`config.mk`:
```
export PLATFORM = sky130hd
export DESIGN_NAME = fetch_decode_unit
export DESIGN_NICKNAME = d
export VERILOG_FILES = /design/src/rtl/fetch_decode_unit.sv
export SDC_FILE = /design/constraint.sdc
export NUM_CORES = 1
export LEC_CHECK = 0
export BUFFER_PORTS_ARGS = -buffer_cell sky130_fd_sc_hd__buf_4
export CAP_MARGIN = 20
export CORE_UTILIZATION = 30
export CTS_CLUSTER_DIAMETER = 80
export CTS_CLUSTER_SIZE = 40
export DETAILED_ROUTE_END_ITERATION = 10
export PLACE_DENSITY = 0.62
export SLEW_MARGIN = 20
export SYNTH_ARGS = -nofsm -noshare
export SYNTH_HDL_FRONTEND = slang
export SYNTH_SLANG_ARGS = --single-unit
```
`constraint.sdc`:
```
create_clock -name clk -period 3.35 [get_ports clk]
set_input_delay 0.1675 -clock clk [delete_from_list [all_inputs] [get_ports clk]]
set_output_delay 0.1675 -clock clk [all_outputs]
set_load 0.05 [all_outputs]
```
`src/rtl/fetch_decode_unit.sv`:
```
// Fetch/decode front end of the 16-bit Harvard core: drives the PC into the synchronous
// instruction ROM, registers the fetched word and splits it into fields for execute.
module fetch_decode_unit #(
  parameter int               PC_W     = 10,
  parameter logic [PC_W-1:0]  RESET_PC = '0,
  parameter int               NUM_OPS  = 18,
  parameter logic [5:0]       HALT_OP  = 6'h3F
) (
  input  logic            clk,
  input  logic            rst_n,
  output logic [PC_W-1:0] imem_addr,
  output logic            imem_en,
  input  logic [15:0]     imem_rdata,
  input  logic            dec_stall,
  input  logic            br_valid,
  input  logic [PC_W-1:0] br_target,
  output logic            dec_valid,
  output logic [5:0]      op_sel,
  output logic [2:0]      rd,
  output logic [2:0]      rs,
  output logic [15:0]     imm,
  output logic [PC_W-1:0] dec_pc,
  output logic            illegal,
  output logic            halted
);

  typedef enum logic [1:0] {S_BOOT, S_RUN, S_HALT} state_t;

  localparam logic [6:0] L_NUM_OPS = 7'(NUM_OPS);

  state_t          r_state;
  logic [PC_W-1:0] r_pc;
  logic [PC_W-1:0] r_f_pc;
  logic            r_f_valid;
  logic            r_dec_valid;
  logic [5:0]      r_op;
  logic [2:0]      r_rd;
  logic [2:0]      r_rs;
  logic [15:0]     r_imm;
  logic [PC_W-1:0] r_dec_pc;
  logic            r_illegal;
  logic            r_halted;

  logic [5:0]      w_op;
  logic            w_is_halt;
  logic            w_is_illegal;
  logic            w_imem_en;
  logic [PC_W-1:0] w_imem_addr;

  assign w_op         = imem_rdata[15:10];
  assign w_is_halt    = r_f_valid && (w_op == HALT_OP);
  assign w_is_illegal = ({1'b0, w_op} >= L_NUM_OPS) && (w_op != HALT_OP);

  // A HALT sitting in the fetch register must stop the next read so pc stays just past it.
  always_comb begin
    w_imem_en   = 1'b0;
    w_imem_addr = r_pc;
    case (r_state)
      S_BOOT: w_imem_en = 1'b1;
      S_RUN: begin
        if (br_valid) begin
          w_imem_en   = 1'b1;
          w_imem_addr = br_target;
        end else begin
          w_imem_en = !dec_stall && !w_is_halt;
        end
      end
      default: w_imem_en = 1'b0;
    endcase
  end

  // BOOT is the reset state, so the enable is masked while reset is held.
  assign imem_en   = w_imem_en & rst_n;
  assign imem_addr = w_imem_addr;

  always_ff @(posedge clk or negedge rst_n) begin
    if (!rst_n) begin
      r_state     <= S_BOOT;
      r_pc        <= RESET_PC;
      r_f_pc      <= '0;
      r_f_valid   <= 1'b0;
      r_dec_valid <= 1'b0;
      r_op        <= '0;
      r_rd        <= '0;
      r_rs        <= '0;
      r_imm       <= '0;
      r_dec_pc    <= '0;
      r_illegal   <= 1'b0;
      r_halted    <= 1'b0;
    end else begin
      r_illegal <= 1'b0;
      case (r_state)
        S_BOOT: begin
          r_pc      <= r_pc + 1'b1;
          r_f_pc    <= r_pc;
          r_f_valid <= 1'b1;
          r_state   <= S_RUN;
        end
        S_RUN: begin
          if (br_valid) begin
            r_pc        <= br_target + 1'b1;
            r_f_pc      <= br_target;
            r_f_valid   <= 1'b1;
            r_dec_valid <= 1'b0;
          end else if (!dec_stall) begin
            if (r_f_valid) begin
              r_rd     <= imem_rdata[9:7];
              r_rs     <= imem_rdata[6:4];
              r_imm    <= {{12{imem_rdata[3]}}, imem_rdata[3:0]};
              r_dec_pc <= r_f_pc;
              if (w_is_halt) begin
                r_dec_valid <= 1'b0;
                r_op        <= '0;
                r_halted    <= 1'b1;
                r_state     <= S_HALT;
              end else if (w_is_illegal) begin
                // Out-of-range codes never reach the downstream mux select.
                r_dec_valid <= 1'b0;
                r_op        <= '0;
                r_illegal   <= 1'b1;
              end else begin
                r_dec_valid <= 1'b1;
                r_op        <= w_op;
              end
            end else begin
              r_dec_valid <= 1'b0;
            end
            if (!w_is_halt) begin
              r_pc   <= r_pc + 1'b1;
              r_f_pc <= r_pc;
            end
          end
        end
        S_HALT: r_state <= S_HALT;
        default: r_state <= S_BOOT;
      endcase
    end
  end

  assign dec_valid = r_dec_valid;
  assign op_sel    = r_op;
  assign rd        = r_rd;
  assign rs        = r_rs;
  assign imm       = r_imm;
  assign dec_pc    = r_dec_pc;
  assign illegal   = r_illegal;
  assign halted    = r_halted;

endmodule
```
==> summary.md, run 1 <==
| Metric | Value |
|---|---|
| Status | `completed` |
| Sequential cell area fraction in the yosys report | `48.8%` |
| Initial DRC Count | `145` |
| Max_cap viols | `0` |
| Post-synthesis xor/xnor area fraction | `2.30%` |
| Max_slew headroom | `35.0%` |
| Top-count cell post-synth | `nand2_1` |
| Hold slack | `0.0475 ns` |
| H-tree Lvls | `2` |
| NetSw | `0.00211 W` |
| DRC Markers | `0` |
| Drt wl/cell | `12.5 µm` |
| Pint | `0.00183 W` |
| Post-synth EDFFs | `0` |
| Vias in the first global route | `2066` |
| Setup CP Type | `register to output port` |
| Row cnt | `34` |
| Crit path DAT | `2.27 ns` |
| Maximum VDD drop | `0.000352 V` |
| Die area | `9270 µm²` |
| Synth Area per Inst | `8.41 µm²` |
| Max Clk Rate | `410 MHz` |
| Area grow syn2layout | `25.8%` |
| CP required | `3.18 ns` |
| Core area | `8680 µm²` |
| Clock Latency Late Sink | `0.30 ns` |
| GRT Total Usage | `13.4%` |
| Largest family of logic cells by synthesized area | `simple AND/OR/NAND/NOR gates` |
| Yosys Warn Count | `0` |
| Global route total overflow | `0` |
| R2R Setup Slk | `1.26 ns` |
| Routed WL | `6120 µm` |
| # nets final | `413` |
| Clk pin slew, worst setup/hold paths | `0.09 ns` |
| Post-synthesis adder-cell area fraction | `1.88%` |
| Post-DRT Antenna Nets | `0` |
| Seq pwr share | `28.5%` |
| Routed via count | `2290` |
| Final number of max-transition violations | `0` |
| Crit path to | `imem_addr[5]` |
| Complex-gate fraction of the synthesized area | `11.4%` |
| CTS tree | `built` |
| Period utilization | `72.8%` |
| Startpoint Class | `register` |
| Synthesized area | `2670 µm²` |
| Post-synthesis register bit count | `52` |
| Critical path origin | `r_state[1]` |
| CP Capture Type | `output port` |
| Worst hold path type | `input port to register` |
| CTS Sinks | `52` |
| Root Buffer | `clkbuf_8` |
| Post-synth top area share | `48.8%` |
| DP Wirelength | `4430 µm` |
| IO buf count | `81` |
| Least-Margin Pin Slew | `0.974 ns` |
| Die span in x | `96.3 µm` |
| Initial antenna violation count | `0` |
| Largest net degree at the start of global routing | `54` |
| Top post-synthesis cells by area | `dfrtp_1, nand2_1, buf_4` |
| RSZ-0062 raised after global routing | `false` |
| IO Pins | `82` |
| PwrDens | `1170 nW/µm²` |
| Initial Utilization | `30.7%` |
| Switch share | `53.5%` |
| Vias per cell | `4.69` |
| N_diodes | `0` |
| Clock skew | `0.00508 ns` |
| Synth unique cells | `40` |
| RD Place Congestion | `0.854` |
| Clock buffer depth | `2` |
| Leak | `1.71 nW` |
| Top_reg_cell synth | `dfrtp_1` |
| Post-layout util | `38.6%` |
| Cell taking the most area after synthesis | `dfrtp_1` |
| Syn_nets | `351` |
| Most frequent cells after synthesis | `nand2_1, dfrtp_1, a21oi_1, nand3_1, buf_4` |
| Setup TNS | `0 ns` |
| Worst Reg-to-Reg Cells | `6` |
| Share of cells above drive strength 1 | `24.7%` |
| Simple-gate share of the synthesized area | `27.2%` |
| Fin. Hold Viols | `0` |
| Syn Inst Count | `317` |
| Minimum clock period | `2.44 ns` |
| CTS buffer count | `5` |
| Drt pass-1 iters | `4` |
| First-pass GRT wire length | `9560 µm` |
| Comb power frac | `60.5%` |
| Die H | `96.3 µm` |
| Mux contribution to synthesized area | `0.845%` |
| Final setup violation count | `0` |
| Async SR Flop Fraction | `100%` |
| Post-CTS setup buffers | `0` |
| Clock Power Share | `10.9%` |
| Max FO, Critical Path | `25` |
| R2R Path Start | `r_state[0]` |
| Reg2reg end | `r_pc[6]` |
layer usage:
metal	vias to the layer above	routed length [µm]	GRT usage, %
met5	-	0	0
met4	0	66	3.73
met3	9	427	3.63
met2	75	2890	22.2
met1	1037	2730	16.9
li1	1169	-	-
critical path, cell delays in order (launching register included):
cell     delay, ns
dfrtp_1       0.38
inv_1         0.07
ha_1          0.34
nand2_1       0.52
nand2_1       0.33
nand2_1       0.11
buf_4         0.20
registers in the layout, summed over array words and instances (netlist names):
signal and count:
rd 3, r_f_valid 1, r_pc 10, illegal 1, halted 1, dec_pc 10
r_f_pc 10, dec_valid 1, op_sel 6, rs 3, imm 4, r_state 2
cells in the final DEF, fill, tap and decap left out, types with 4 or more instances in the layout:
master	count
nand3_1	13
o21ai_0	7
nand2_1	126
inv_1	6
nor2_1	10
ha_1	4
and3_1	4
a21oi_1	13
xor2_1	4
clkbuf_8	5
dfrtp_1	52
a31oi_1	8
buf_4	81
nor3_1	5
power groups by stage:
stage / Clock [W] / Combinational [W] / Sequential (W)
finish: 0.000430 / 0.00238 / 0.00112
floorplan: 0 / 0.00136 / 0.00162
detailed placement: 0 / 0.00240 / 0.00114
global placement: 0 / 0.00237 / 0.00113
global route: 0.000468 / 0.00257 / 0.00117
CTS: 0.000446 / 0.00240 / 0.00112
per-stage QoR:
step	cells	setup WS [ns]	cell area (µm²)	total power [W]
floorplan	317	1.57	2670	0.00298
global placement	479	1.32	3230	0.00350
detailed placement	479	1.25	3230	0.00353
CTS	488	0.909	3350	0.00397
global route	488	0.733	3350	0.00420
finish	488	0.911	3350	0.00394
area by class of cell:
class	instances	area, µm²
Clock inverter	3	42.5
Multi-Input combinational cell	232	1160
Tap cell	108	135
Inverter	6	22.5
Fill cell	895	5330
Timing Repair Buffer	82	618
Clock buffer	5	68.8
Sequential cell	52	1300
how the worst min path moves through the flow:
stage | start | to | cells past startpoint
3_5_place_dp | rst_n | r_state[1] | 1
6_report | imem_rdata[6] | rs[2] | 3
2_1_floorplan | rst_n | dec_pc[0] | 0
5_1_grt | imem_rdata[0] | imm[0] | 3
3_3_place_gp | rst_n | r_state[1] | 1
4_1_cts | imem_rdata[2] | imm[2] | 3
repair_timing:
item,CTS,global route
endpoints found under the hold margin,52,0
hold buffers,1,0
resized for setup,0,0
logic make-up after synthesis:
kind of cell / Yosys count
mux: 2
compound gates: 46
buf+inv: 33
xor+xnor: 7
fa+ha+maj: 4
flops: 52
simple gates: 173
Power figures use the tool's default switching activity.
==> run 2: changes to the inputs <==
==> constraint.sdc (replaced) <==
create_clock -name clk -period 2.4 [get_ports clk]
set_input_delay 0.12 -clock clk [delete_from_list [all_inputs] [get_ports clk]]
set_output_delay 0.12 -clock clk [all_outputs]
set_load 0.05 [all_outputs]
==> run 2 against run 1 <==
Against the previous run: sequential cell count is the same; clock power grew 51%; critical endpoint is now imem_addr[3]; global-route usage grew 0.95 points.
==> summary.md, run 2 (synthesized netlist as in run 1, its figures left out) <==
| Metric | Value |
|---|---|
| Least-Margin Pin Slew | `0.666 ns (was 0.974 ns)` |
| Max_slew headroom | `55.6% (was 35.0%)` |
| IO Pins | `82 (unchanged)` |
| Die area | `9270 µm² (unchanged)` |
| Hold slack | `0.00970 ns (was 0.0475 ns)` |
| Setup CP Type | `register to output port (unchanged)` |
| Initial antenna violation count | `0 (unchanged)` |
| Worst Hold End | `imm[0] (was rs[2])` |
| DP Wirelength | `4500 µm (was 4430 µm)` |
| Initial DRC Count | `104 (was 145)` |
| Clock buffer depth | `2 (unchanged)` |
| Worst Hold Depth | `3 (unchanged)` |
| Reg2reg end | `r_pc[6] (unchanged)` |
| Startpoint Class | `register (unchanged)` |
| Row cnt | `34 (unchanged)` |
| Crit path DAT | `1.94 ns (was 2.27 ns)` |
| Global route total overflow | `0 (unchanged)` |
| Post-CTS setup buffers | `0 (unchanged)` |
| # nets final | `426 (was 413)` |
| Drt pass-1 iters | `4 (unchanged)` |
| Minimum clock period | `2.06 ns` |
| H-tree Lvls | `2 (unchanged)` |
| Clock Latency Late Sink | `0.30 ns (about the same)` |
| Most frequent cells in the layout | `nand2_1, buf_4, dfrtp_1 (unchanged)` |
| Hold_sp | `imem_rdata[0] (was imem_rdata[6])` |
| Routed WL | `6290 µm (was 6120 µm)` |
| Post-layout util | `40.2% (was 38.6%)` |
| Max Clk Rate | `484 MHz` |
| Post-DRT Antenna Nets | `0 (unchanged)` |
| IO buf count | `81 (unchanged)` |
| Period utilization | `86.0%` |
| Share of cells above drive strength 1 | `25.4% (was 24.7%)` |
| Area grow syn2layout | `30.8% (was 25.8%)` |
| Max_cap viols | `0 (unchanged)` |
| R2R Setup Slk | `0.65 ns (was 1.26 ns)` |
| DRC Markers | `0 (unchanged)` |
| GRT Total Usage | `14.3% (was 13.4%)` |
| PwrDens | `1600 nW/µm² (was 1170 nW/µm²)` |
| N_diodes | `0 (unchanged)` |
| Worst hold path type | `input port to register (unchanged)` |
| Max FO, Critical Path | `14 (was 25)` |
| Drt wl/cell | `12.5 µm (about the same)` |
| CP required | `2.28 ns (was 3.18 ns)` |
| Setup TNS | `0 ns (unchanged)` |
| Design Area, Final | `3490 µm² (was 3350 µm²)` |
| Core area | `8680 µm² (unchanged)` |
| Largest net degree at the start of global routing | `53 (was 54)` |
| CTS buffer count | `5 (unchanged)` |
| Die H | `96.3 µm (unchanged)` |
| Commonest non-fill, non-tap cell in the layout | `nand2_1 (unchanged)` |
| Leak | `1.78 nW (was 1.71 nW)` |
| Clk pin slew, worst setup/hold paths | `0.09 ns (about the same)` |
| Fin. Hold Viols | `0 (unchanged)` |
| Final number of max-transition violations | `0 (unchanged)` |
| CTS tree | `built (unchanged)` |
| Final setup violation count | `0 (unchanged)` |
| Clock skew | `0.00789 ns (was 0.00508 ns)` |
| Tot Pwr | `0.00558 W (was 0.00394 W)` |
| Vias per cell | `4.69 (about the same)` |
| R2R Path Start | `r_state[1] (was r_state[0])` |
| RSZ-0062 raised after global routing | `false (unchanged)` |
| Vias in the first global route | `2160 (was 2066)` |
| CP Capture Type | `output port (unchanged)` |
| First-pass GRT wire length | `10200 µm (was 9560 µm)` |
| Layout fillers | `878 (was 895)` |
| Status | `completed (unchanged)` |
| Die span in x | `96.3 µm (unchanged)` |
| Root Buffer | `clkbuf_8 (unchanged)` |
| Maximum VDD drop | `0.000552 V (was 0.000352 V)` |
| Routed via count | `2349 (was 2290)` |
| RD Place Congestion | `0.797 (was 0.854)` |
| Worst Reg-to-Reg Cells | `5 (was 6)` |
| CTS Sinks | `52 (unchanged)` |
| Placed Area | `3270 µm² (was 3230 µm²)` |
| Initial Utilization | `30.7% (unchanged)` |
==> run 2: layer usage <==
layer  track usage [%]  up-vias  routed length [µm]
li1                  -     1187                   -
met1              18.6     1087                2910
met2              23.8       68                2940
met3              3.48        7                 383
met4              3.48        0                  57
met5                 0        -                   0
==> run 2: what timing repair did <==
action | 4_1_cts | 5_1_grt
endpoints found under the setup margin | 0 | 1
endpoints found under the hold margin | 60 | 0
resized for setup | 0 | 1
hold buffers | 9 | 0
==> run 2: layout make-up <==
cell class	instances	area (µm²)	share of cell area [%]
clock inverter	1	30.0	0.861
multi-input combinational	232	1170	33.5
clock buffer	7	96.3	2.76
inverter	6	22.5	0.646
tap	108	135	3.87
sequential	52	1300	37.3
timing repair buffer	95	736	21.1
==> run 2: power breakdown <==
part | leakage (nW) | internal, W | switching [W] | total [W]
clock network | 0.0645 | 0.000368 | 0.000281 | 0.000649
logic | 1.08 | 0.000997 | 0.00236 | 0.00336
registers | 0.632 | 0.00128 | 0.000291 | 0.00157
total | 1.78 | 0.00264 | 0.00294 | 0.00558
==> run 2: worst max path at each step <==
stage | startpoint | depth (start not counted) | to
2_1_floorplan | r_state[0] | 8 | r_f_pc[6]
3_3_place_gp | r_state[1] | 7 | imem_addr[3]
3_5_place_dp | r_state[1] | 6 | r_pc[2]
4_1_cts | r_state[1] | 7 | imem_addr[3]
5_1_grt | r_state[1] | 7 | imem_addr[4]
6_report | r_state[1] | 7 | imem_addr[3]
==> run 2: critical path, stage by stage, from the launching register on <==
cell     delay (ns)
dfrtp_1        0.38
inv_1          0.08
ha_1           0.36
nand2_2        0.24
buf_4          0.24
nand2_1        0.10
nand2_1        0.06
buf_4          0.18
==> run 2: stage by stage <==
stage	worst slack, ns	cells
finish	0.335	501
global route	0.164	501
CTS	0.198	501
detailed placement	0.517	484
global placement	0.624	484
floorplan	0.618	317
